<file path="src/rtl/hazard_stall_unit_pkg.sv">
// Shared decode constants and FSM state type for the pipeline interlock.
package hazard_pkg;

   localparam int unsigned OPW       = 5;   // opcode / aluop field width
   localparam int unsigned RD_LSB    = 22;
   localparam int unsigned RS_LSB    = 17;
   localparam int unsigned RT_LSB    = 12;
   localparam int unsigned ALUOP_LSB = 2;

   localparam logic [OPW-1:0] OP_RTYPE = 5'b00000;
   localparam logic [OPW-1:0] OP_ADDI  = 5'b00101;
   localparam logic [OPW-1:0] OP_STORE = 5'b00111;
   localparam logic [OPW-1:0] OP_LOAD  = 5'b01000;

   localparam logic [OPW-1:0] ALU_MULT = 5'b00110;
   localparam logic [OPW-1:0] ALU_DIV  = 5'b00111;

   typedef enum logic {
      IDLE = 1'b0,
      BUSY = 1'b1
   } md_state_t;

endpackage

</file>
<file path="src/rtl/hazard_stall_unit_if.sv">
// Pipeline-side signals of the interlock: F/D and D/X contents, control in, stall/status out.
interface hazard_stall_unit_if #(
   parameter int unsigned IW  = 32,
   parameter int unsigned RAW = 5
);
   logic [IW-1:0]  fd_ir;
   logic           fd_valid;
   logic [IW-1:0]  dx_ir;
   logic           dx_valid;
   logic           flush;
   logic           md_ready;
   logic           stall_fd;
   logic           bubble_dx;
   logic           md_busy;
   logic [RAW-1:0] md_dest;
   logic           md_timeout;

   modport master (
      output fd_ir, fd_valid, dx_ir, dx_valid, flush, md_ready,
      input  stall_fd, bubble_dx, md_busy, md_dest, md_timeout
   );

   modport slave (
      input  fd_ir, fd_valid, dx_ir, dx_valid, flush, md_ready,
      output stall_fd, bubble_dx, md_busy, md_dest, md_timeout
   );
endinterface

</file>
<file path="src/rtl/hazard_stall_unit_ir_field_decode.sv">
// Per-instruction field decode: instruction class plus source/destination registers.
// A register field of 0 never reports as valid, so r0 cannot create a hazard.
module ir_field_decode
   import hazard_pkg::*;
#(
   parameter int unsigned IW  = 32,
   parameter int unsigned RAW = 5
) (
   input  logic [IW-1:0]  ir,
   output logic           is_load,
   output logic           is_store,
   output logic           is_md,
   output logic [RAW-1:0] src_a,
   output logic           src_a_vld,
   output logic [RAW-1:0] src_b,
   output logic           src_b_vld,
   output logic [RAW-1:0] dst,
   output logic           dst_vld
);

   logic [OPW-1:0] op;
   logic [OPW-1:0] aluop;
   logic [RAW-1:0] rd;
   logic [RAW-1:0] rs;
   logic [RAW-1:0] rt;
   logic           is_rtype;
   logic           is_addi;
   logic           unused_bits;

   // Extract fields and classify the instruction
   always_comb begin
      op        = ir[IW-1 -: OPW];
      aluop     = ir[ALUOP_LSB +: OPW];
      rd        = ir[RD_LSB +: RAW];
      rs        = ir[RS_LSB +: RAW];
      rt        = ir[RT_LSB +: RAW];

      is_rtype  = (op == OP_RTYPE);
      is_addi   = (op == OP_ADDI);
      is_load   = (op == OP_LOAD);
      is_store  = (op == OP_STORE);
      is_md     = is_rtype & ((aluop == ALU_MULT) | (aluop == ALU_DIV));

      src_a     = rs;
      src_a_vld = (rs != '0);

      // Stores read their data register through the rd field
      src_b     = '0;
      src_b_vld = 1'b0;
      if (is_rtype) begin
         src_b     = rt;
         src_b_vld = (rt != '0);
      end else if (is_store) begin
         src_b     = rd;
         src_b_vld = (rd != '0);
      end

      dst       = rd;
      dst_vld   = (is_rtype | is_addi | is_load) & (rd != '0);
   end

   assign unused_bits = ^{ir[ALUOP_LSB-1:0], ir[RT_LSB-1:ALUOP_LSB+OPW]};

endmodule

</file>
<file path="src/rtl/hazard_stall_unit.sv">
// Pipeline interlock between F/D and D/X: load-use stall, multdiv scoreboard
// (only dependents of the in-flight multdiv stall), flush masking and a multdiv watchdog.
module hazard_stall_unit
   import hazard_pkg::*;
#(
   parameter int unsigned IW         = 32,
   parameter int unsigned RAW        = 5,
   parameter int unsigned MD_TIMEOUT = 64,
   parameter int unsigned STRICT_MD  = 0
) (
   input  logic                clock,
   input  logic                global_reset,
   hazard_stall_unit_if.slave  bus
);

   localparam int unsigned    CW       = $clog2(MD_TIMEOUT);
   localparam logic [CW-1:0]  CNT_LAST = CW'(MD_TIMEOUT - 1);

   logic           fd_is_load, fd_is_store, fd_is_md;
   logic [RAW-1:0] fd_src_a, fd_src_b, fd_dst;
   logic           fd_src_a_vld, fd_src_b_vld, fd_dst_vld;
   logic           dx_is_load, dx_is_store, dx_is_md;
   logic [RAW-1:0] dx_src_a, dx_src_b, dx_dst;
   logic           dx_src_a_vld, dx_src_b_vld, dx_dst_vld;
   logic           unused_dec;

   md_state_t      state_q, state_d;
   logic [RAW-1:0] dest_q, dest_d;
   logic [CW-1:0]  cnt_q, cnt_d;
   logic           tmo_q, tmo_d;

   logic           load_use;
   logic           md_issue;
   logic           issue_dep;
   logic           busy_dep;
   logic           stall;

   ir_field_decode #(.IW(IW), .RAW(RAW)) u_fd_dec (
      .ir        (bus.fd_ir),
      .is_load   (fd_is_load),
      .is_store  (fd_is_store),
      .is_md     (fd_is_md),
      .src_a     (fd_src_a),
      .src_a_vld (fd_src_a_vld),
      .src_b     (fd_src_b),
      .src_b_vld (fd_src_b_vld),
      .dst       (fd_dst),
      .dst_vld   (fd_dst_vld)
   );

   ir_field_decode #(.IW(IW), .RAW(RAW)) u_dx_dec (
      .ir        (bus.dx_ir),
      .is_load   (dx_is_load),
      .is_store  (dx_is_store),
      .is_md     (dx_is_md),
      .src_a     (dx_src_a),
      .src_a_vld (dx_src_a_vld),
      .src_b     (dx_src_b),
      .src_b_vld (dx_src_b_vld),
      .dst       (dx_dst),
      .dst_vld   (dx_dst_vld)
   );

   assign unused_dec = ^{fd_is_load, fd_is_store, dx_is_store,
                         dx_src_a, dx_src_a_vld, dx_src_b, dx_src_b_vld};

   // Multdiv FSM, scoreboard destination, watchdog counter and timeout pulse
   always_ff @(posedge clock or posedge global_reset) begin
      if (global_reset) begin
         state_q <= IDLE;
         dest_q  <= '0;
         cnt_q   <= '0;
         tmo_q   <= 1'b0;
      end else begin
         state_q <= state_d;
         dest_q  <= dest_d;
         cnt_q   <= cnt_d;
         tmo_q   <= tmo_d;
      end
   end

   // Hazard terms, stall and multdiv next state
   always_comb begin
      load_use  = bus.dx_valid & dx_is_load & dx_dst_vld & bus.fd_valid &
                  ((fd_src_a_vld & (fd_src_a == dx_dst)) |
                   (fd_src_b_vld & (fd_src_b == dx_dst)));

      md_issue  = bus.dx_valid & dx_is_md & ~bus.flush;

      issue_dep = md_issue & bus.fd_valid &
                  (fd_is_md |
                   (dx_dst_vld & ((fd_src_a_vld & (fd_src_a == dx_dst)) |
                                  (fd_src_b_vld & (fd_src_b == dx_dst)) |
                                  (fd_dst_vld   & (fd_dst   == dx_dst)))));

      // The writeback cycle (md_ready) bypasses, so the scoreboard term drops then
      busy_dep  = (state_q == BUSY) & ~bus.md_ready & bus.fd_valid &
                  ((STRICT_MD != 0) ? 1'b1 :
                   (fd_is_md |
                    ((dest_q != '0) & ((fd_src_a_vld & (fd_src_a == dest_q)) |
                                       (fd_src_b_vld & (fd_src_b == dest_q)) |
                                       (fd_dst_vld   & (fd_dst   == dest_q))))));

      // issue_dep already carries the flush mask through md_issue
      stall     = ~global_reset & ((load_use & ~bus.flush) | issue_dep | busy_dep);

      state_d   = state_q;
      dest_d    = dest_q;
      cnt_d     = cnt_q;
      tmo_d     = 1'b0;

      case (state_q)
         IDLE: begin
            if (md_issue) begin
               state_d = BUSY;
               dest_d  = dx_dst;
               cnt_d   = '0;
            end
         end
         BUSY: begin
            if (md_issue) begin
               dest_d  = dx_dst;
               cnt_d   = '0;
            end else if (bus.md_ready) begin
               state_d = IDLE;
               dest_d  = '0;
               cnt_d   = '0;
            end else if (cnt_q == CNT_LAST) begin
               state_d = IDLE;
               dest_d  = '0;
               cnt_d   = '0;
               tmo_d   = 1'b1;
            end else begin
               cnt_d   = cnt_q + 1'b1;
            end
         end
         default: begin
            state_d = IDLE;
            dest_d  = '0;
            cnt_d   = '0;
         end
      endcase
   end

   assign bus.stall_fd   = stall;
   assign bus.bubble_dx  = stall;
   assign bus.md_busy    = (state_q == BUSY);
   assign bus.md_dest    = dest_q;
   assign bus.md_timeout = tmo_q;

endmodule

</file>
<file path="src/flat_wrapper.sv">
// flat-port wrapper written by rule: the top's interface ports become plain ports
module hazard_stall_unit_flat import hazard_pkg::*;
#(
   parameter int unsigned IW         = 32,
   parameter int unsigned RAW        = 5,
   parameter int unsigned MD_TIMEOUT = 64,
   parameter int unsigned STRICT_MD  = 0
)
  (clock, global_reset, bus_fd_ir, bus_fd_valid, bus_dx_ir, bus_dx_valid, bus_flush, bus_md_ready, bus_stall_fd, bus_bubble_dx, bus_md_busy, bus_md_dest, bus_md_timeout);
  hazard_stall_unit_if #(.IW(IW), .RAW(RAW)) bus_i ();
  input  logic clock;
  input  logic global_reset;
  input wire logic [$bits(bus_i.fd_ir)-1:0] bus_fd_ir;
  input wire logic [$bits(bus_i.fd_valid)-1:0] bus_fd_valid;
  input wire logic [$bits(bus_i.dx_ir)-1:0] bus_dx_ir;
  input wire logic [$bits(bus_i.dx_valid)-1:0] bus_dx_valid;
  input wire logic [$bits(bus_i.flush)-1:0] bus_flush;
  input wire logic [$bits(bus_i.md_ready)-1:0] bus_md_ready;
  output wire logic [$bits(bus_i.stall_fd)-1:0] bus_stall_fd;
  output wire logic [$bits(bus_i.bubble_dx)-1:0] bus_bubble_dx;
  output wire logic [$bits(bus_i.md_busy)-1:0] bus_md_busy;
  output wire logic [$bits(bus_i.md_dest)-1:0] bus_md_dest;
  output wire logic [$bits(bus_i.md_timeout)-1:0] bus_md_timeout;
  assign bus_i.fd_ir = bus_fd_ir;
  assign bus_i.fd_valid = bus_fd_valid;
  assign bus_i.dx_ir = bus_dx_ir;
  assign bus_i.dx_valid = bus_dx_valid;
  assign bus_i.flush = bus_flush;
  assign bus_i.md_ready = bus_md_ready;
  assign bus_stall_fd = bus_i.stall_fd;
  assign bus_bubble_dx = bus_i.bubble_dx;
  assign bus_md_busy = bus_i.md_busy;
  assign bus_md_dest = bus_i.md_dest;
  assign bus_md_timeout = bus_i.md_timeout;
  hazard_stall_unit #(.IW(IW), .RAW(RAW), .MD_TIMEOUT(MD_TIMEOUT), .STRICT_MD(STRICT_MD)) u_core (.clock(clock), .global_reset(global_reset), .bus(bus_i));
endmodule
</file>
<file path="config.mk">
export PLATFORM = sky130hd
export DESIGN_NAME = hazard_stall_unit_flat
export DESIGN_NICKNAME = d
export VERILOG_FILES = /design/src/rtl/hazard_stall_unit_pkg.sv /design/src/rtl/hazard_stall_unit_if.sv /design/src/rtl/hazard_stall_unit_ir_field_decode.sv /design/src/rtl/hazard_stall_unit.sv /design/src/flat_wrapper.sv
export SDC_FILE = /design/constraint.sdc
export NUM_CORES = 1
export LEC_CHECK = 0
export CAP_MARGIN = 10
export CORE_MARGIN = 3
export CORE_UTILIZATION = 30
export DETAILED_ROUTE_END_ITERATION = 6
export DONT_BUFFER_PORTS = 1
export HOLD_SLACK_MARGIN = 0.02
export SETUP_SLACK_MARGIN = 0.3
export SLEW_MARGIN = 0
export SYNTH_ARGS = -nofsm -noshare
export SYNTH_HDL_FRONTEND = slang
export SYNTH_SLANG_ARGS = --single-unit
</file>
<file path="constraint.sdc">
create_clock -name clock -period 3.65 [get_ports clock]
set_input_delay 0.5475 -clock clock [delete_from_list [all_inputs] [get_ports clock]]
set_output_delay 0.5475 -clock clock [all_outputs]
set_load 0.05 [all_outputs]
</file>
# Word level (Yosys, flattened, before mapping)

Cells that the tools add are included.

Logic and storage cells: 97
Output and inout bits: 9
Flip-flop bits (word level): 13
Input bits: 70

Add/subtract/negate cells: 1
Bitwise logic cells: 43
Eq/ne operators: 18
Mux-type cells: 23
Reduce and logical (&&, ||, !) cells: 8

Operator list:

| operator              | number |
|---|---|
| $eq A5 B3 Y1 const B  | 7 |
| $eq A5 B5 Y1          | 6 |
| $mux W5               | 6 |
| $and A1 B1 Y1         | 25 |
| $reduce_bool A5 Y1    | 5 |
| $mux W6               | 4 |
| $or A1 B1 Y1          | 14 |
| $pmux W6 S2           | 1 |
| $eq A5 B4 Y1 const B  | 2 |
| $logic_not A5 Y1      | 2 |
| $mux W1               | 10 |
| $pmux W5 S2           | 1 |
| $add A6 B1 Y6 const B | 1 |
| $eq A6 B6 Y1 const B  | 1 |
| $ne A4 B4 Y1 const B  | 1 |
| $not A1 Y1            | 4 |
| $ne A2 B1 Y1 const B  | 1 |
| $pmux W1 S2           | 1 |
| $reduce_and A2 Y1     | 1 |

# Logic depth before layout (Yosys ltp)

Gate-level depths: netlist (run 1).

Depth after elaboration: 13
Gate-level depth with buffers: 8
Depth with buffers taken out: 7

# By module

From an unflattened synthesis (run 1), not the netlist that was laid out.

Cell total of the unflattened synthesis: 180
Area, all modules: 1547.7 µm²

Modules (own cells, without submodules):

| module            | area each (µm²) | cells each | instances | seq. area each (µm²) |
|---|---|---|---|---|
| hazard_stall_unit | 1009.7          | 108        | 1         | 325.3 |
| ir_field_decode   | 269.0           | 36         | 2         | 0.0 |

# Least setup slack after synthesis (run 1)

Ideal clock, no wire load.

Kind: input-to-output
Start point: in bus_fd_ir[27]
End point: out bus_stall_fd
Arrival: 2.578 ns
Required time: 3.102 ns
Path buffers: 1
Slack: 0.525 ns
Stages: 5
Cell sequence: or4_1 > nor3_2 > nor2_1 > o2111ai_1 > buf_4

Cells in the longest elaborated chain, start to end: 13
Elaborated cells between the ends (all ways): 33
Classes of those cells: eq/ne (5); mux (4); bitwise (23); reduce/logical (1)

RTL lines:

| element         | line                                             | text |
|---|---|---|
| start, declared | flat_wrapper.sv:13                               | `input wire logic [$bits(bus_i.fd_ir)-1:0] bus_fd_ir;` |
| $eq A5 B3 Y1    | hazard_stall_unit_ir_field_decode.sv:41          | `is_store = (op == OP_STORE);` |
| $mux W5         | hazard_stall_unit_ir_field_decode.sv:53          | `end else if (is_store) begin` |
| $mux W5         | hazard_stall_unit_ir_field_decode.sv:50          | `if (is_rtype) begin` |
| $eq A5 B5 Y1    | hazard_stall_unit.sv:86, hazard_stall_unit.sv:93 |  |
| $and A1 B1 Y1   | hazard_stall_unit.sv:86, hazard_stall_unit.sv:93 |  |
| $or A1 B1 Y1    | hazard_stall_unit.sv:85, hazard_stall_unit.sv:92 |  |
| $or A1 B1 Y1    | hazard_stall_unit.sv:93                          | `(fd_src_b_vld & (fd_src_b == dx_dst)) \|` |
| $and A1 B1 Y1   | hazard_stall_unit.sv:92                          | `(dx_dst_vld & ((fd_src_a_vld & (fd_src_a == dx_dst)) \|` |
| $or A1 B1 Y1    | hazard_stall_unit.sv:91                          | `(fd_is_md \|` |
| $and A1 B1 Y1   | hazard_stall_unit.sv:90                          | `issue_dep = md_issue & bus.fd_valid &` |
| $or A1 B1 Y1    | hazard_stall_unit.sv:105                         | `stall = ~global_reset & ((load_use & ~bus.flush) \| issue_dep \| busy_dep);` |
| $or A1 B1 Y1 *  | hazard_stall_unit.sv:105                         |  |
| $and A1 B1 Y1 * | hazard_stall_unit.sv:105                         |  |
| end, declared   | flat_wrapper.sv:19                               | `output wire logic [$bits(bus_i.stall_fd)-1:0] bus_stall_fd;` |

Every way passes the cells marked *; elsewhere a longest branch is shown, timed or not.

# Worst setup path after layout (run 1)

Start point: reg u_core.dest_q[4], in the netlist u_core.bus.md_dest[4]
End point: out bus_stall_fd

Cells in the longest elaborated chain, start to end: 9
Elaborated cells between the ends (all ways): 14
Classes of those cells: eq/ne (3); bitwise (10); reduce/logical (1)

RTL lines:

| element                                 | line                                               | text |
|---|---|---|
| start, declared                         | hazard_stall_unit.sv:28                            | `logic [RAW-1:0] dest_q, dest_d;` |
| start signal, assigned                  | hazard_stall_unit.sv:76                            | `dest_q <= dest_d;` |
| $eq A5 B5 Y1, on equally long branches  | hazard_stall_unit.sv:100, hazard_stall_unit.sv:101 |  |
| $and A1 B1 Y1, on equally long branches | hazard_stall_unit.sv:100, hazard_stall_unit.sv:101 |  |
| $or A1 B1 Y1                            | hazard_stall_unit.sv:100                           | `((dest_q != '0) & ((fd_src_a_vld & (fd_src_a == dest_q)) \|` |
| $or A1 B1 Y1                            | hazard_stall_unit.sv:101                           | `(fd_src_b_vld & (fd_src_b == dest_q)) \|` |
| $and A1 B1 Y1 *                         | hazard_stall_unit.sv:100                           |  |
| $or A1 B1 Y1 *                          | hazard_stall_unit.sv:99                            | `(fd_is_md \|` |
| $and A1 B1 Y1 *                         | hazard_stall_unit.sv:97                            | `busy_dep = (state_q == BUSY) & ~bus.md_ready & bus.fd_valid &` |
| $or A1 B1 Y1 *                          | hazard_stall_unit.sv:105                           |  |
| $and A1 B1 Y1 *                         | hazard_stall_unit.sv:105                           |  |

Marked as above.

==> results.md, run 1 <==
- Clock Sinks: 13
- Worst path required time: 3.10 ns
- Cell internal pwr: 0.246 mW
- Clock skew: 0.00283 ns
- Largest net degree at the start of global routing: 20
- Cell count after synthesis: 181
- Initial antenna violation count: 0
- CP Max Fanout: 6
- Min Tclk post-route: 2.80 ns
- First-pass DRT Iterations: 4
- Initial drt markers: 55
- Layout cells sized above 1: 10.9%
- CTS H-tree depth: 1
- RSZ-0062 raised after global routing: false
- CP Data Arrival Time: 2.26 ns
- WL final: 3750 um
- Crit path capture: bus_stall_fd
- Worst reg2reg endpoint: u_core.bus.md_dest[0]
- Core ar.: 0.00438 mm2
- Sequential-to-total area share from yosys stat: 23.6%
- Max-slew violations: 0
- Max frequency: 0.357 GHz
- Max Buffers Root-to-Sink: 2
- CTS tree: yes
- R2R Setup Slk: 1.99 ns
- Count of final setup violators: 0
- Vias: 1,321
- Final Hold Violating Endpoints: 0
- Final Cycle Share: 76.8%
- CP Depth: 6
- Post-synth ARST share: 100%
- Critical path type: reg -> out
- First-pass GRT wire length: 5910 um
- Multi-input gate area: 0.00101 mm2
- Final Instance Area: 0.00149 mm2
- DR WL/cell: 15.9 um
- ANT cells: 0
- Yosys cell types: 39
- Synth area leader: dfrtp_1
- Cell Rows: 24
- Clk pwr share: 39.4%
- Mapped cell area: 0.00138 mm2
- DP HPWL: 2990 um
- Commonest cells in the netlist: 19 x a21oi_1, 19 x nand2_1, 17 x nor2_1
- Antenna Nets Post-Route: 0
- LEAKAGE: 0.591 nW
- CTS Hold Bufs: 0
- Most area-consuming cells after synthesis: dfrtp_1 24%, xor2_1 9.5%, a21oi_1 6.9%, nand2_1 5.2%, nand3_1 5.1%
- CP max stage delay: 0.78 ns
- Setup TNS: 0 ns
- Peak VDD IR: 99.6 uV
- Die Ht: 73.7 um
- Status: complete, no violations
- CP Launch Type: flop
- Final net count: 256
- Slew headroom: 54.0%
- Switching part of the total: 24.3%
- Residual DRC: 0
- Die area: 0.00544 mm2
- Total CTS buffers: 3
- Post_cts resized: 0
- Setup Fix Bufs, Post-CTS: 0
- Syn nets: 252
- Crit path cell chain: xnor2_1 > nand4_1 > o311ai_0 > a22oi_1 > o2111ai_2 > buf_4
- Total power: 0.326 mW
- Vias in the first global route: 1,193
- Dpl cells: 232
- Worst path buffer plus inverter count: 1
- Crit. End Element: primary output
- Placed Area: 0.00145 mm2
- # IOs: 79
- RD Place Congestion: 0.804
- Initial Utilization: 31.4%
- Synth Warn #: 0
- Avg Vias per Cell: 5.60
- Max-cap violations: 0
- Switch Pwr: 0.0791 mW
- Worst Setup SP: u_core.bus.md_dest[4]
- Avg Cell Area, Syn: 7.60 um2
- Clock transition at the registers of the reported paths: 0.06 ns
- Main synth FF type: dfrtp_1
- #FFs+latches synth: 13
- Hold WC Path Type: in -> async
- Skew-Pair Late Insertion Delay: 0.24 ns
- Logic pwr share: 14.6%
- RR Startpoint: u_core.cnt_q[0]
- R2R depth: 7
- All-Layer GR Usage: 13.8%
- Slowest-stage cell, CP: dfrtp_1
- Worst Tran Pin Value: 0.690 ns
- Top-area cell type share of the netlist area: 23.6%
- Register area: 325 um2
- Die width: 73.7 um
- Fill cells: 477
- GRT overflow: 0
- Post-synth EDFFs: 0
- Root buffer cell: clkbuf_8
- Port Buffers: 0
- Part of the power in registers: 46.0%
- Pwr Density: 218 mW/mm2
- Non-filler cells, final: 236
- Syn-to-layout area delta: 8.55%
- CP delay by family, top: flip-flops
[metrics by stage]
| step | utilization, % | setup slack [ns] | hold slack, ns |
|---|---|---|---|
| after floorplan | - | 0.525 | 0.424 |
| after detailed placement | 33.0 | 0.877 | 0.487 |
| after global routing | 34.1 | 0.742 | 0.249 |
| after global placement | 33.0 | 0.860 | 0.485 |
| final | 34.1 | 0.846 | 0.207 |
| after CTS | 34.1 | 0.841 | 0.228 |
[final cells by class]
class / count / area share, %
Tap cell: 52 / 4.36
Inverter: 5 / 1.26
Timing Repair Buffer: 4 / 2.01
Clock buffer: 4 / 3.02
Multi-Input combinational cell: 158 / 67.6
Sequential cell: 13 / 21.8
[routing by layer]
metal  wire (um)  part of all wire, %  vias up  track usage (%)
met2        1680                   45       40             21.4
met3         253                  6.8        2             2.87
met4          19                 0.51        0             2.41
met5           0                    0        -                0
li1            -                    -      667                -
met1        1790                   48      612             20.0
[worst reg2reg max path, stage by stage (launching register included)]
cell and delay, ns:
dfrtp_1 0.40, ha_1 0.22, and3_1 0.20, nand3_1 0.14, nand2_1 0.15, nand2_1 0.21
nand2_1 0.07, o21ai_0 0.18
[registers in the layout (all words and copies together) (netlist names)]
register / cells
u_core.bus.md_busy: 1
u_core.bus.md_timeout: 1
u_core.cnt_q: 6
u_core.bus.md_dest: 5
[worst min-delay path by stage]
stage	start	endpoint	slack (ns)	cells after the start
2_1_floorplan	global_reset	u_core.bus.md_busy	0.42	1
3_3_place_gp	global_reset	u_core.bus.md_dest[3]	0.48	1
3_5_place_dp	global_reset	u_core.bus.md_dest[3]	0.49	1
4_1_cts	global_reset	u_core.bus.md_timeout	0.23	1
5_1_grt	global_reset	u_core.bus.md_timeout	0.25	1
6_report	global_reset	u_core.bus.md_timeout	0.21	1
[cells by family after synthesis]
family	share of synthesized area [%]
AO/OA/AOI/OAI	15.5
buffers and inverters	3.45
AND/OR/NAND/NOR	43.8
adder cells (fa/ha/maj)	0.909
flip-flops	23.6
XOR/XNOR	12.7
[power by group through the flow]
stage | sequential [mW] | clock, mW | combinational, mW
CTS | 0.150 | 0.131 | 0.0479
finish | 0.150 | 0.128 | 0.0477
floorplan | 0.152 | 0 | 0.0412
global placement | 0.152 | 0 | 0.0472
detailed placement | 0.152 | 0 | 0.0478
global route | 0.150 | 0.137 | 0.0535
[cells in the final DEF, fill, tap and decap left out, types with 2 or more instances in the layout]
master | Yosys | layout
o21ai_0 | 11 | 11
nand3b_1 | 4 | 4
nand4_1 | 5 | 5
a22oi_1 | 2 | 2
xnor2_1 | 5 | 5
and3_1 | 7 | 7
nor2_1 | 17 | 17
nor2b_1 | 3 | 3
and4b_1 | 2 | 2
nand2b_1 | 2 | 2
nand3_1 | 14 | 14
a21oi_1 | 19 | 19
or4_1 | 2 | 2
inv_1 | 4 | 4
nor4b_2 | 4 | 4
dfrtp_1 | 13 | 13
clkbuf_8 | 0 | 3
nor3_1 | 9 | 9
nand3_2 | 2 | 2
xor2_1 | 15 | 15
nand2_1 | 19 | 19
buf_4 | 2 | 4
Power figures use the tool's default switching activity.
==> run 2: changes to the inputs <==
==> constraint.sdc (replaced) <==
create_clock -name clock -period 2.8 [get_ports clock]
set_input_delay 0.42 -clock clock [delete_from_list [all_inputs] [get_ports clock]]
set_output_delay 0.42 -clock clock [all_outputs]
set_load 0.05 [all_outputs]
==> run 2 against run 1 <==
Net effect:
- die area did not move
- power rose by 32%
- critical path depth rose by 1
- first-iteration DRC count fell by 49%
- sequential power rose by 28%
- sequential cell count did not move
- clock skew fell by 0.00074 ns
- via count rose by 0.38%
- critical path type is now in -> out
==> results.md, run 2 (synthesis results as in run 1) <==
- CP delay by family, top: simple AND/OR/NAND/NOR gates
- Count of final setup violators: 0 (unchanged)
- First-pass DRT Iterations: 4 (unchanged)
- WL final: 3770 um (+0.53%)
- Worst reg2reg endpoint: u_core.bus.md_dest[2]
- Setup TNS: 0 ns (unchanged)
- R2R Setup Slk: 1.17 ns (-0.82 ns)
- DP HPWL: 3000 um (+0.14%)
- Max frequency: 0.407 GHz
- Hold WC Path Type: in -> async
- Place WS: 0.297 ns (-0.580 ns)
- Most frequent cells in the layout: 19 x nand2_1, 17 x nor2_1, 17 x a21oi_1
- Crit path cell chain: or4_4 > a211oi_2 > a21oi_2 > nor3b_2 > o2111ai_2 > o2111ai_4 > buf_12
- R2R depth: 7 (unchanged)
- Cell Rows: 24 (unchanged)
- RD Place Congestion: 0.774 (-3.6%)
- # IOs: 79 (unchanged)
- Top reg by flops: u_core.cnt_q
- Final Cycle Share: 87.7%
- Total CTS buffers: 3 (unchanged)
- ANT cells: 0 (unchanged)
- Final Hold Violating Endpoints: 0 (unchanged)
- Worst path buffer plus inverter count: 1 (unchanged)
- Status: complete, no violations
- Final Instance Area: 0.00160 mm2 (+6.8%)
- LEAKAGE: 0.633 nW (+7.2%)
- Clock skew: 0.00209 ns (-0.000742 ns)
- Slew headroom: 64.8% (+11 points)
- Clock transition at the registers of the reported paths: 0.05 ns (about the same)
- GRT overflow: 0 (unchanged)
- Layout cells sized above 1: 16.8% (+6.0 points)
- Initial drt markers: 28 (-49%)
- First-pass GRT wire length: 5720 um (-3.1%)
- CP Data Arrival Time: 2.04 ns (-0.22 ns)
- CP Launch Type: primary input
- Max-slew violations: 0 (unchanged)
- Max Buffers Root-to-Sink: 2 (unchanged)
- Skew-Pair Late Insertion Delay: 0.24 ns (about the same)
- Critical path type: in -> out
- CP Max Fanout: 5 (-1)
- Die width: 73.7 um (unchanged)
- Pwr Density: 269 mW/mm2 (+23%)
- Core Util, Final: 36.4% (+2.3 points)
- Crit. End Element: primary output
- Peak VDD IR: 219 uV (+120%)
- Worst Setup SP: bus_fd_ir[27]
- Root buffer cell: clkbuf_8
- Initial Utilization: 31.4% (unchanged)
- Fill cells: 471 (-1.3%)
- CTS Hold Bufs: 0 (unchanged)
- RR Startpoint: u_core.cnt_q[0]
- Largest net degree at the start of global routing: 19 (-5.0%)
- Commonest non-fill, non-tap cell in the layout: nand2_1
- Slowest-stage cell, CP: or4_4
- All-Layer GR Usage: 13.5% (-0.30 points)
- Avg Vias per Cell: 5.48 (-2.1%)
- Syn-to-layout area delta: 15.9%
- Residual DRC: 0 (unchanged)
- Placed Area: 0.00150 mm2 (+3.7%)
- Max-cap violations: 0 (unchanged)
- Die Ht: 73.7 um (unchanged)
- Final net count: 262 (+2.3%)
- Die area: 0.00544 mm2 (unchanged)
- Initial antenna violation count: 0 (unchanged)
- RSZ-0062 raised after global routing: true
- Antenna Nets Post-Route: 0 (unchanged)
- Max reg flops: 6 (unchanged)
- CTS H-tree depth: 1 (unchanged)
- CTS tree: yes
- Core ar.: 0.00438 mm2 (unchanged)
- DR WL/cell: 15.6 um (-2.0%)
- Clock Sinks: 13 (unchanged)
- Vias in the first global route: 1,170 (-1.9%)
- Worst path required time: 2.38 ns (-0.72 ns)
- Vias: 1,326 (+0.38%)
- Min Tclk post-route: 2.46 ns
- Hold WS: 0.0998 ns (-0.108 ns)
- Worst Tran Pin Value: 0.527 ns (-0.163 ns)
- Final worst slack: 0.345 ns (-0.501 ns)
- Port Buffers: 0 (unchanged)
- CP max stage delay: 0.54 ns (-0.24 ns)
## run 2: cell count changes in the layout (fill, tap and decap cells not counted), sizes merged
cell / change
buf: +6
## run 2: worst max path at each step
| stage | to | slack, ns | cells after the start |
|---|---|---|---|
| final | bus_stall_fd | 0.34 | 7 |
| after global routing | bus_stall_fd | 0.28 | 8 |
| after CTS | bus_stall_fd | 0.30 | 7 |
| after detailed placement | bus_stall_fd | 0.30 | 7 |
| after global placement | bus_bubble_dx | 0.30 | 7 |
| after floorplan | bus_stall_fd | 0.31 | 7 |
## run 2: metrics by stage
stage / power [mW] / cells
global placement: 0.261 / 236
CTS: 0.428 / 240
floorplan: 0.252 / 181
detailed placement: 0.262 / 236
finish: 0.429 / 242
global route: 0.448 / 242
## run 2: report_power, final
group | leakage, nW | internal, mW | switching (mW) | total [mW]
registers | 0.181 | 0.190 | 0.00232 | 0.192
clock network | 0.0228 | 0.100 | 0.0651 | 0.166
logic | 0.429 | 0.0355 | 0.0360 | 0.0715
total | 0.633 | 0.326 | 0.103 | 0.429
## run 2: repair_timing
action / in CTS / in global routing
setup endpoints to repair: 0 / 2
setup buffers: 0 / 2
gates resized for setup: 0 / 7
## run 2: final cells by class
cell class	count	area, um2	area share (%)
inverters	5	18.8	1.18
repair buffers	10	87.6	5.49
well taps	52	65.1	4.08
flip-flops and latches	13	325	20.4
multi-input cells	158	1050	66.0
clock buffers	4	45.0	2.82
## run 2: metal layers
layer | vias to the layer above | wire, um | part of all wire (%) | track usage, %
li1 | 681 | - | - | -
met1 | 600 | 1720 | 46 | 18.4
met2 | 43 | 1660 | 44 | 20.5
met3 | 2 | 359 | 9.5 | 4.92
met4 | 0 | 30 | 0.80 | 3.02
met5 | - | 0 | 0 | 0
